==> src/rtl/rr_dispatch_pkg.sv <==
`default_nettype none
// ============================================================================
// Module   : rr_dispatch_pkg
// Purpose  : Shared constants for the 4-channel round-robin dispatcher:
//            channel count, select width and the output-stage state codes.
// Revision : 1.0  initial release
// ============================================================================
package rr_dispatch_pkg;

    localparam int NUM_CH = 4;
    localparam int SEL_W  = 2;

    // Output-stage occupancy: EMPTY holds nothing, HOLD holds one item.
    typedef logic [0:0] state_t;
    localparam state_t EMPTY = 1'b0;
    localparam state_t HOLD  = 1'b1;

    // Channel after c, wrapping 3 -> 0 through the natural 2-bit overflow.
    function automatic logic [SEL_W-1:0] next_ch(input logic [SEL_W-1:0] c);
        return c + 2'd1;
    endfunction

endpackage
`default_nettype wire

==> src/rtl/rr_pick_4.sv <==
`default_nettype none
// ============================================================================
// Module   : rr_pick_4
// Purpose  : Combinational ready-search. Returns the first channel with its
//            req bit set, searching ptr, ptr+1, ptr+2, ptr+3 (mod 4).
//            When no request is set, pick falls back to ptr and found is 0.
// Ports    : ptr   [1:0] in   search start channel
//            req   [3:0] in   per-channel request/ready
//            pick  [1:0] out  chosen channel
//            found       out  at least one req bit set
// Revision : 1.0  initial release
// ============================================================================
module rr_pick_4
    import rr_dispatch_pkg::*;
(
    input  logic [1:0] ptr,
    input  logic [3:0] req,
    output logic [1:0] pick,
    output logic       found
);

    logic [SEL_W-1:0] w_c;

    // Walk the offsets from farthest to nearest so the nearest ready
    // channel is the last (and therefore winning) assignment.
    always_comb begin
        pick  = ptr;
        found = 1'b0;
        w_c   = ptr;
        for (int k = NUM_CH - 1; k >= 0; k--) begin
            w_c = ptr + SEL_W'(k);
            if (req[w_c]) begin
                pick  = w_c;
                found = 1'b1;
            end
        end
    end

endmodule
`default_nettype wire

==> src/rtl/rr_dispatch_4.sv <==
`default_nettype none
// ============================================================================
// Module   : rr_dispatch_4
// Purpose  : One-deep registered dispatcher routing an upstream stream onto
//            four downstream channels in round-robin order. In strict mode
//            (skip_en=0) the next channel is always taken; in skip mode the
//            first ready channel from the pointer onward is chosen. The
//            channel is fixed at load time and held until the transfer.
// Ports    : clk, rst_n (async, active-low)
//            in_valid / in_data / in_ready   upstream handshake
//            skip_en                         0 strict, 1 skip not-ready
//            ch_ready [3:0]                  downstream ready per channel
//            sel [1:0]                       demux select (register output)
//            out_valid [3:0]                 one-hot valid, 1<<sel when held
//            out_data [WIDTH-1:0]            held payload
//            disp_cnt [CNT_W-1:0]            completed transfer count
// Revision : 1.0  initial release
// ============================================================================
module rr_dispatch_4
    import rr_dispatch_pkg::*;
#(
    parameter int WIDTH = 8,
    parameter int CNT_W = 16
) (
    input  logic             clk,
    input  logic             rst_n,
    input  logic             in_valid,
    input  logic [WIDTH-1:0] in_data,
    output logic             in_ready,
    input  logic             skip_en,
    input  logic [3:0]       ch_ready,
    output logic [1:0]       sel,
    output logic [3:0]       out_valid,
    output logic [WIDTH-1:0] out_data,
    output logic [CNT_W-1:0] disp_cnt
);

    state_t           r_state;
    logic [SEL_W-1:0] r_ptr;
    logic [SEL_W-1:0] r_sel;
    logic [WIDTH-1:0] r_data;
    logic [CNT_W-1:0] r_cnt;
    // Set on the first edge after reset release; keeps in_ready low until
    // then rather than letting it rise the instant rst_n goes high.
    logic             r_run;

    logic             w_hold;
    logic             w_xfer;
    logic             w_accept;
    logic [SEL_W-1:0] w_start;
    logic [SEL_W-1:0] w_pick;
    logic             w_found;
    logic [SEL_W-1:0] w_load_sel;

    assign w_hold = (r_state == HOLD);
    assign w_xfer = w_hold && ch_ready[r_sel];

    // in_ready depends on state and ch_ready only, never on in_valid.
    assign in_ready = r_run && (!w_hold || w_xfer);
    assign w_accept = in_valid && in_ready;

    // On a pass-through cycle the pointer has not yet advanced in the
    // register, so the search starts from the channel after the one
    // currently leaving.
    assign w_start = w_xfer ? next_ch(r_sel) : r_ptr;

    rr_pick_4 u_pick (
        .ptr   (w_start),
        .req   (ch_ready),
        .pick  (w_pick),
        .found (w_found)
    );

    assign w_load_sel = (skip_en && w_found) ? w_pick : w_start;

    always_ff @(posedge clk or negedge rst_n) begin
        if (!rst_n) begin
            r_state <= EMPTY;
            r_ptr   <= '0;
            r_sel   <= '0;
            r_data  <= '0;
            r_cnt   <= '0;
            r_run   <= 1'b0;
        end else begin
            r_run <= 1'b1;
            if (w_xfer) begin
                r_ptr <= next_ch(r_sel);
                r_cnt <= r_cnt + CNT_W'(1);
            end
            if (w_accept) begin
                r_state <= HOLD;
                r_sel   <= w_load_sel;
                r_data  <= in_data;
            end else if (w_xfer) begin
                r_state <= EMPTY;
            end
        end
    end

    // sel is the select register itself so it can drive the demux directly.
    assign sel       = r_sel;
    assign out_valid = w_hold ? (4'b0001 << r_sel) : 4'b0000;
    assign out_data  = r_data;
    assign disp_cnt  = r_cnt;

endmodule
`default_nettype wire

==> config.mk <==
export PLATFORM = sky130hd
export DESIGN_NAME = rr_dispatch_4
export DESIGN_NICKNAME = d
export VERILOG_FILES = /design/src/rtl/rr_dispatch_pkg.sv /design/src/rtl/rr_pick_4.sv /design/src/rtl/rr_dispatch_4.sv
export SDC_FILE = /design/constraint.sdc
export NUM_CORES = 1
export LEC_CHECK = 0
export CORE_ASPECT_RATIO = 0.5
export CORE_MARGIN = 2
export CORE_UTILIZATION = 46
export DETAILED_ROUTE_END_ITERATION = 8
export MAX_ROUTING_LAYER = met4
export PLACE_DENSITY = 0.87
export SKIP_LAST_GASP = 1
export SYNTH_ARGS = -nofsm -noshare
export SYNTH_HDL_FRONTEND = slang
export SYNTH_SLANG_ARGS = --single-unit
==> constraint.sdc <==
create_clock -name clk -period 2.61 [get_ports clk]
set_clock_uncertainty 0.1 [all_clocks]
set_input_delay 0.6525 -clock clk [delete_from_list [all_inputs] [get_ports clk]]
set_output_delay 0.6525 -clock clk [all_outputs]
set_load 0.01 [all_outputs]
# Yosys cells after proc, flatten, opt, wreduce, memory -nomap -nowiden
# Cells that the tools add are included.
op_classes:
  addsub: 5
  order_cmp: 5
  shifts: 1
  mux: 23
  reduce_logical: 7
ops:
  columns: ["cell", "n"]
  rows:
  - ["$add 16x1->16 const B", 1]
  - ["$lt 2x3->1 const B", 5]
  - ["$mux 2", 6]
  - ["$mux 1", 11]
  - ["$bmux 1 s2", 5]
  - ["$add 2x1->2 const B", 2]
  - ["$add 2x2->2 const B", 2]
  - ["$logic_and 1x1->1", 4]
  - ["$mux 4", 1]
  - ["$shl 1x2->4 const A", 1]
  - ["$reduce_bool 2->1", 1]
  - ["$logic_not 1->1", 1]
  - ["$logic_or 1x1->1", 1]
totals:
  register_bits: 30
  input_bits: 16
  output_inout_bits: 31
  word_cells: 47

# Logic depth before layout (Yosys ltp)
# Gate-level depths: netlist of the first run.
depth:
  word_depth: 13
  mapped_depth: 8
  ltp_nobuf: 7

# Modules after synthesis
# A second synthesis of the first run with hierarchy kept.
unflattened:
  hier_cells: 147
  area_unflattened_um2: 1566.5
modules_own_cells:
  columns: ["module", "n_inst", "cells_each", "area_each_um2", "seq_area_each_um2"]
  rows:
  - ["rr_dispatch_4", 1, 131, 1466.4, 750.7]
  - ["rr_pick_4", 1, 16, 100.1, 0.0]

# Worst setup path before layout of the first run
# No wires, ideal clock.
synth_timing:
  kind: "input port to flip-flop"
  start: "in ch_ready[1]"
  end: "reg r_sel[0], in the netlist sel[0]"
  arrival_time_ns: 2.088
  setup_slack_ns: 0.298
  cell_stages: 7
  n_path_buf: 1
  cell_sequence: "buf_2 > mux2i_1 > o2bb2ai_4 > mux2i_2 > a21oi_1 > o31a_1 > o31a_1"
synth_between:
  elab_chain_cells: 13
synth_lines:
  columns: ["item", "line", "source"]
  rows:
  - ["start, declared", "rr_dispatch_4.sv:31", "input logic [3:0] ch_ready,"]
  - ["$bmux 1 s2", "rr_dispatch_4.sv:56", "assign w_xfer = w_hold && ch_ready[r_sel];"]
  - ["$mux 1 (not written as such)", "rr_dispatch_4.sv:56", null]
  - ["$logic_and 1x1->1", "rr_dispatch_4.sv:56", null]
  - ["$mux 2", "rr_dispatch_4.sv:65", "assign w_start = w_xfer ? next_ch(r_sel) : r_ptr;"]
  - ["$add 2x2->2", "rr_pick_4.sv:31", "w_c = ptr + SEL_W'(k);"]
  - ["$bmux 1 s2", "rr_pick_4.sv:32", "if (req[w_c]) begin"]
  - ["$mux 1 (not written as such)", "rr_pick_4.sv:32", null]
  - ["$mux 1 (4 in series)", "rr_pick_4.sv:32", null]
  - ["$logic_and 1x1->1", "rr_dispatch_4.sv:74", "assign w_load_sel = (skip_en && w_found) ? w_pick : w_start;"]
  - ["$mux 2", "rr_dispatch_4.sv:74", null]
  - ["end signal, assigned", "rr_dispatch_4.sv:92", "r_sel <= w_load_sel;"]
  - ["end, declared", "rr_dispatch_4.sv:40", "logic [SEL_W-1:0] r_sel;"]
# Several ways; a longest one is shown, not always the timed one. The select of a mux whose other input is x is not followed.
# A chain may end at the register's enable or synchronous reset.

# Final worst setup path of the first run
layout_timing:
  start: "in ch_ready[3]"
  end: "reg r_sel[0], in the netlist sel[0]"
# Same word-level chain as after synthesis.

==> results summary, run 1 <==
The flow ran to the end, and the final reports show no timing, DRC or antenna violations. In the finished design, the share of the clock period the worst path needs comes to 96.4%. 47 I/O pins were placed. The cell sitting at the root of the clock tree is a clkbuf_8.

The path category of the worst min-delay check is reg -> reg. Counting stages on the worst path, the most repeated cell is buf_4. The clock latency at the later pin of the worst-skew pair came out at between 0.2 and 0.3 ns. The setup check on the worst reg-to-reg path leaves a slack of 0.31 ns.

The standard cell core area came out at 3080 sq um. The number of buffers added to fix hold violations after cts is 0. The number of pins with negative max-slew slack in the final report is 0. TritonCTS built the clock tree. In this run the critical register-to-register path is captured at out_data[4]$_DFFE_PN0P_. The total cell area at the placement stage is 2140 sq um. The mean routed wirelength per cell came out at 14.4 um. The die covers 3810 sq um.

The final cell area excluding filler cells came out at 2290 sq um. Setup violations remaining at the end of the flow were counted as 0. The clock-pin slew on the worst setup and hold paths came out at 0.07 ns.

The overall power is 2.16 mW. The total nets after synthesis is 159. For this design, the slowest cell found on the critical path is clkdlybuf4s50_1.

The number of buffers inserted during clock tree synthesis came out at 5. The initial standard-cell utilization of the core is 49.3%. The achievable frequency came out at 397 MHz. The net count of the finished layout is 232. The final weighted congestion in routability-driven placement is 0.936.

The vias after detailed routing is around 1300. Along the worst hold path, the cell count comes to 1. The worst setup path is captured at a flip-flop.

Summing the sequential cell areas from Yosys gives 49.4% of the chip area. The floorplan step set the die height to 44.7 um. The power density of the placed cells came out at 941 nW/um^2. The maximum number of pins on one net before global-route repair is 31. The layout cell share with drive strength beyond 1 came out at 21.7%.

The slew at the pin with the worst max-slew slack is 0.535 ns. The synthesized netlist cell count came out at ~140. The remaining global-route overflow came out at 0. Traced cell by cell, the critical path runs through clkdlybuf4s50_1 -> mux2i_1 -> o211ai_1 -> buf_4 -> buf_4 -> buf_4 -> buf_4 -> nand3_2 -> buf_6 -> buf_4 -> o31a_1. The number of fill cells is roughly 220. For the worst setup path, the data required time is 2.68 ns. The area added between synthesis and finish is 50.9%.

The Yosys step of the flow raised 0 warnings. The number of antenna violations at the first check in global routing came out at 0. Of all cell types, the one taking the most synthesized area is dfrtp_1.

After layout, the minimum clock period comes to 2.52 ns. The count of clock tree sinks came out at 30. Setup repair after global routing left no endpoint under its margin. The arrival time at the worst endpoint is between 2 and 3 ns. The number of maximum-capacitance violations is 0.

The total leakage power came out at between 1 and 1.5 nW. The worst hold path begins at disp_cnt[15]$_DFFE_PN0P_. The floorplan die width came out at about 85 um.

The destination of the worst hold path is disp_cnt[15]$_DFFE_PN0P_. The startpoint type of the worst setup path is an input pin. The number of synthesized register bits is 30. The largest stage delay on the critical path is 0.48 ns. The row count is 14. The number of antenna-violating nets in the routed design came out at 0. The maximum clock path buffer count is 2.

The worst register-to-register path begins at sel[1]$_DFFE_PN0P_. The top cell type's share of synthesized area is between 40% and 50%. 0 antenna diodes ended up in the layout. The final routed DRC violation total came out at 0. The global routing usage summed across all routing layers is a little over a fifth. The first-pass GRT wire length is 5.86 mm. The number of hold violations in the final report came out at 0. By area the synthesized netlist is led by dfrtp_1 (49%), mux2_2 (6.7%), xnor2_1 (6.3%).

The worst slew slack as a fraction of its limit came out at a little under two thirds. The sum of routed wire length over all layers is 3.63 mm. Across the VDD grid, the largest voltage drop is 577 uV. The number of global-route vias before repair is 1338. The number of DRC violations after detailed-routing iteration 0 came out at 27. The count of TritonRoute iterations in the first routing pass is 4. The average footprint of a synthesized cell is 11.0 sq um. The depth of the most critical reg-to-reg path is 10. The via density per instance is roughly 5.1. Along the worst path, the maximum fanout reaches 5.

The synthesized area is 1520 sq um. The H-tree generated during clock tree synthesis spans 2 levels. The worst setup path category is in -> reg. The half-perimeter wire length after detailed placement is 2.57 mm. The count of input and output buffers is 46.

The number of distinct library cell variants in the gate-level netlist after synthesis is 34.
repair_timing:
item / CTS / global route
pin swaps: 2 / 2
buffers inserted: 4 / 1
hold endpoints to repair: 0 / 0
resized for setup: 4 / 7
cloned: 0 / 1
endpoints found under the setup margin: 1 / 12
stage by stage:
| step | hold slack, ns | std cells | setup slack [ns] | setup TNS (ns) | util [%] |
|---|---|---|---|---|---|
| after floorplan | 0.257 | 138 | 0.298 | 0 | - |
| final | 0.379 | 252 | 0.0928 | 0 | 74.4 |
| after CTS | 0.381 | 250 | 0.00237 | 0 | 73.3 |
| after detailed placement | 0.369 | 238 | -0.379 | -1.65 | 69.4 |
| after global routing | 0.403 | 252 | 0.0131 | 0 | 74.4 |
| after global placement | 0.360 | 238 | -0.357 | -1.05 | 69.4 |
sequential cells by signal, indices dropped and copies added (netlist names):
register  count
disp_cnt     16
out_data      8
r_run         1
sel           2
r_state       1
r_ptr         2
worst max-delay path by stage:
stage	from	end	slack, ns	cells after the start
after floorplan	ch_ready[1]	sel[0]$_DFFE_PN0P_	0.30	7
after global placement	ch_ready[0]	in_ready	-0.36	6
after detailed placement	ch_ready[3]	in_ready	-0.38	5
after CTS	ch_ready[0]	out_data[4]$_DFFE_PN0P_	0.002	11
after global routing	ch_ready[3]	disp_cnt[7]$_DFFE_PN0P_	0.01	9
final	ch_ready[3]	sel[0]$_DFFE_PN0P_	0.09	11
Yosys cell counts:
library cell and number:
nand2b_1 2, or3b_1 1, nand3b_1 1, conb_1 1
and3_1 4, nor2_1 7, and3_2 1, nor2b_1 1
o41ai_1 2, o31a_1 2, buf_2 2, o2bb2ai_4 1
a32oi_1 2, o211ai_1 2, and2_1 5, o21ai_0 5
mux2i_1 1, nor3_1 2, mux2i_2 1, a221oi_1 1
mux2_4 1, xor2_1 4, nand3_1 5, mux2_2 9
inv_1 6, or3_1 1, ha_1 5, a21oi_1 5
nand4_1 2, xnor2_1 11, and2b_1 1, dfrtp_1 30
a221o_1 1, nand2_1 13
layout make-up:
cell class | count | area (sq um) | area share (%)
Sequential cell | 30 | 752 | 32.8
Multi-Input combinational cell | 100 | 742 | 32.3
Timing Repair Buffer | 68 | 633 | 27.6
Tap cell | 40 | 50.0 | 2.18
Clock buffer | 6 | 82.6 | 3.60
Clock inverter | 2 | 12.5 | 0.545
Inverter | 6 | 22.5 | 0.981
cell families (layout without fill, tap and decap cells):
kind of cell	count (synthesis)	in the layout	share of synthesized area [%]
AND/OR/NAND/NOR	46	46	15.5
flip-flops	30	30	49.4
adder cells (fa/ha/maj)	5	5	4.12
other	1	1	0.247
buffers and inverters	8	82	2.14
XOR/XNOR	15	15	8.64
AO/OA/AOI/OAI	21	21	10.8
multiplexers	12	12	9.22
report_power, final:
| group | switching [mW] | internal [mW] |
|---|---|---|
| combinational | 0.444 | 0.603 |
| clock | 0.175 | 0.212 |
| sequential | 0.128 | 0.599 |
cell usage in the layout (no fill, tap or decap), drive strengths merged:
| cell | count |
|---|---|
| clkdlybuf4s50 | 43 |
| dfrtp | 30 |
| buf | 23 |
| nand2 | 13 |
| xnor2 | 11 |
| mux2 | 10 |
| nor2 | 7 |
| inv | 6 |
| clkbuf | 6 |
| a21oi | 5 |
| and2 | 5 |
| o21ai | 5 |
| ha | 5 |
| nand3 | 5 |
| and3 | 5 |
| xor2 | 4 |
| o211ai | 2 |
| nand2b | 2 |
| nor3 | 2 |
| a32oi | 2 |
| o41ai | 2 |
| nand4 | 2 |
| o31a | 2 |
| dlymetal6s2s | 2 |
| mux2i | 2 |
| and2b | 1 |
| o2bb2ai | 1 |
| or3 | 1 |
| nor2b | 1 |
| or3b | 1 |
| a221oi | 1 |
| nand3b | 1 |
| a221o | 1 |
| clkinv | 1 |
| clkinvlp | 1 |
| conb | 1 |
critical path, delay by kind of cell:
family                 cells  cell delay (ns)
AOI/OAI and AO/OA          2             0.52
buffers and inverters      7             1.21
and+or+nand+nor            1             0.10
muxes                      1             0.10
metal layers:
| layer | wire length [um] | vias up | track usage [%] |
|---|---|---|---|
| met4 | 44 | 0 | 7.94 |
| met3 | 182 | 6 | 6.53 |
| met2 | 1820 | 40 | 37.3 |
| li1 | - | 625 | - |
| met5 | 0 | - | - |
| met1 | 1590 | 617 | 22.9 |
Power figures use the tool's default switching activity.
==> run 2: changes to the inputs <==
Settings changed: HOLD_SLACK_MARGIN set to 0.12, PLACE_DENSITY 0.87 to not set, PLACE_DENSITY_LB_ADDON set to 0.15.
==> results summary, run 2 (same netlist as run 1, synthesis figures left out) <==
The endpoint of the lowest-slack register-to-register path is sel[0]$_DFFE_PN0P_ (was out_data[4]$_DFFE_PN0P_). The data required time at the worst endpoint is 1.86 ns (was 2.68 ns). The initial standard-cell utilization of the core came out at 49.3% (unchanged).

The worst-case vdd ir drop came out at 518 uV (was 577 uV). The largest stage delay on the critical path is 0.48 ns (about the same). The number of fill cells came out at 241 (was 222).

The cell with the largest stage delay on the worst path was dfrtp_1 (was clkdlybuf4s50_1). The number of buffers inserted during clock tree synthesis came out at 5 (unchanged). The smallest hold slack is 0.377 ns (was 0.379 ns). Most frequent cells in the layout: clkdlybuf4s50_1 (43), dfrtp_1 (30), buf_4 (17) (was clkdlybuf4s50_1 (43), dfrtp_1 (29), buf_4 (20)). The number of buffers added to fix hold violations after cts is 0 (unchanged).

The post-CTS setup buffer count came out at 0 (was 4). The hold path startpoint is disp_cnt[15]$_DFFE_PN0P_ (unchanged). The total leakage power is 1.01 nW (was 1.03 nW). The switching power of the nets is 0.699 mW (was 0.747 mW). The part of the power in registers was 35.9% (was 33.6%).

The number of maximum-capacitance violations is 0 (unchanged). The area enclosed by the die boundary came out at 3810 sq um (unchanged). The core occupancy in the finished layout is 72.2% (was 74.4%). The destination of the worst hold path is disp_cnt[15]$_DFFE_PN0P_ (unchanged). The path category of the worst min-delay check is reg -> reg (unchanged). The final weighted congestion in routability-driven placement came out at 0.915 (was 0.936).

The count of antenna diodes in the layout is 0 (unchanged). The number of failing setup endpoints in the final timing report came out at 0 (unchanged). The number of cells in the finished layout apart from fillers came to 246 (was 252). The combinational share of power was 46.9% (was 48.5%).

The clock-pin slew on the worst setup and hold paths was 0.07 ns (about the same). The first-pass GRT wire length came out at 5.69 mm (was 5.86 mm). The cell count after placement came out at 239 (was 238). The source of the worst register-to-register timing path is sel[1]$_DFFE_PN0P_ (unchanged).

The number of antenna violations at the first check in global routing came out at 0 (unchanged). The depth of the most critical reg-to-reg path is 7 (was 10). The final routed DRC violation total came out at 0 (unchanged). The kind of end point of the critical path is a primary output (was flip-flop).

The count of TritonRoute iterations in the first routing pass was 4 (unchanged). The startpoint type of the worst setup path is a flip-flop (was input pin). The number of primary I/O pins came out at 47 (unchanged). The arrival time at the worst endpoint is 1.76 ns (was 2.59 ns). CP Cell Sequence: inv_1 -> ha_1 -> and2_1 -> clkdlybuf4s50_1 (was clkdlybuf4s50_1 -> mux2i_1 -> o211ai_1 -> buf_4 -> buf_4 -> buf_4 -> buf_4 -> nand3_2 -> buf_6 -> buf_4 -> o31a_1).

The clock latency at the later pin of the worst-skew pair came to 0.28 ns (about the same). The flip-flop count of the largest register, all copies and words added is 16 (unchanged). The number of global-route vias before repair is 1271 (was 1338). Setup repair after global routing missed its margin: false (unchanged). The achievable frequency came out at 399 MHz (was 397 MHz).

The standard cell core area is 3080 sq um (unchanged). The worst setup path category is reg -> out (was in -> reg). The area added between synthesis and finish is 46.5% (was 50.9%). The number of pins with negative max-slew slack in the final report came out at 0 (unchanged). The worst-case setup margin in the final layout is 0.102 ns (was 0.0928 ns).

The global routing usage summed across all routing layers came out at 20.1% (was 21.1%). The number of cells traversed by the worst hold path is 1 (unchanged). Result of the run: completed (unchanged). The number of DRC violations after detailed-routing iteration 0 is 69 (was 27). The via density per instance is 5.09 (was 5.11). The highest net fanout along the worst path came out at 8 (was 5). The H-tree depth is 2 (unchanged). The number of hold violations in the final report came out at 0 (unchanged). The mean routed wirelength per cell came out at 13.2 um (was 14.4 um). The vias after detailed routing came out at 1252 (was 1288). The most common cell after layout, fill and taps aside is clkdlybuf4s50_1 (unchanged). The switching part of the total is 34.4% (was 34.6%). The number of antenna-violating nets in the routed design came out at 0 (unchanged). The final cycle utilization of the critical path was 96.1% (was 96.4%). The count of clock tree sinks is 30 (unchanged). The worst slew slack as a fraction of its limit is 61.5% (was 63.9%).

The die height is 44.7 um (unchanged). The sequential standard cell area came out at 751 sq um (was 752 sq um). The aggregate negative setup slack came out at 0 ns (unchanged). The maximum clock path buffer count is 2 (unchanged). The floorplan die width is 85.3 um (unchanged). The remaining global-route overflow is 0 (unchanged). The maximum number of pins on one net before global-route repair was 31 (unchanged). The layout cell share with drive strength beyond 1 came out at 18.4% (was 21.7%). The setup slack after placement is -0.329 ns (was -0.379 ns).

The total area of multi-input combinational cells was 737 sq um (was 742 sq um). The internal cell power is 1.33 mW (was 1.41 mW). The half-perimeter wire length after detailed placement is 2.49 mm (was 2.57 mm).

The worst-case register-to-register setup slack is 0.34 ns (was 0.31 ns). The count of input and output buffers came to 46 (unchanged). The cell chosen for the clock root is clkbuf_8 (unchanged). The final critical delay including setup and external delays came out at 2.51 ns (was 2.52 ns). The row count came out at 14 (unchanged). The slew at the pin with the worst max-slew slack came out at 0.570 ns (was 0.535 ns).

The sum of routed wire length over all layers came out at 3.26 mm (was 3.63 mm). The power density of the placed cells is 913 nW/um^2 (was 941 nW/um^2). The clock share of power is 17.2% (was 17.9%). The clock tree from TritonCTS is yes (unchanged).

The net total in the final layout was 227 (was 232).
## run 2: cell count changes in the layout (fill, tap and decap cells not counted)
cell	delta
clkinv_2	+1
buf_6	-2
dfrtp_1	+1
clkbuf_8	-1
dfrtp_2	-1
nand3_2	-1
nand3_1	+1
clkinvlp_4	-1
buf_4	-3
## run 2: area by class of cell
| class | instances | area share [%] |
|---|---|---|
| Clock buffer | 5 | 3.09 |
| Clock inverter | 2 | 0.449 |
| Inverter | 6 | 1.01 |
| Multi-Input combinational cell | 100 | 33.1 |
| Sequential cell | 30 | 33.7 |
| Tap cell | 40 | 2.25 |
| Timing Repair Buffer | 63 | 26.4 |
## run 2: repair_timing
item | CTS | global route
endpoints found under the setup margin | 1 | 1
pin swaps | 1 | 1
gates resized for setup | 4 | 2
## run 2: how the worst max path moves through the flow
stage | startpoint | end | depth (start not counted)
floorplan | ch_ready[1] | sel[0]$_DFFE_PN0P_ | 7
CTS | ch_ready[0] | in_ready | 6
finish | sel[0]$_DFFE_PN0P_ | out_valid[0] | 4
detailed placement | ch_ready[0] | in_ready | 6
global placement | ch_ready[0] | in_ready | 6
global route | ch_ready[1] | in_ready | 5
## run 2: routing by layer
metal  routed length (um)  vias up  GRT usage [%]
met2                 1580       34           33.0
li1                     -      613              -
met4                   44        0           5.71
met5                    0        -              -
met3                  153        6           5.04
met1                 1480      599           25.2
## run 2: critical path, delay by kind of cell (launching register included)
| kind | cells | cell delay (ns) |
|---|---|---|
| simple gates | 1 | 0.15 |
| fa+ha+maj | 1 | 0.22 |
| flops | 1 | 0.48 |
| buf+inv | 2 | 0.63 |
## run 2: power by group through the flow
stage | logic, mW | clock network [mW] | registers (mW)
6_report | 0.953 | 0.350 | 0.731
5_1_grt | 1.05 | 0.380 | 0.753
4_1_cts | 0.961 | 0.357 | 0.732
3_5_place_dp | 0.962 | 0 | 0.739
3_3_place_gp | 0.937 | 0 | 0.735
2_1_floorplan | 0.426 | 0 | 0.767
## run 2: per-stage QoR
step                total power [mW]  instance area [sq um]
floorplan                       1.19                   1520
global placement                1.67                   2150
detailed placement              1.70                   2150
CTS                             2.05                   2220
global route                    2.18                   2230
finish                          2.03                   2230
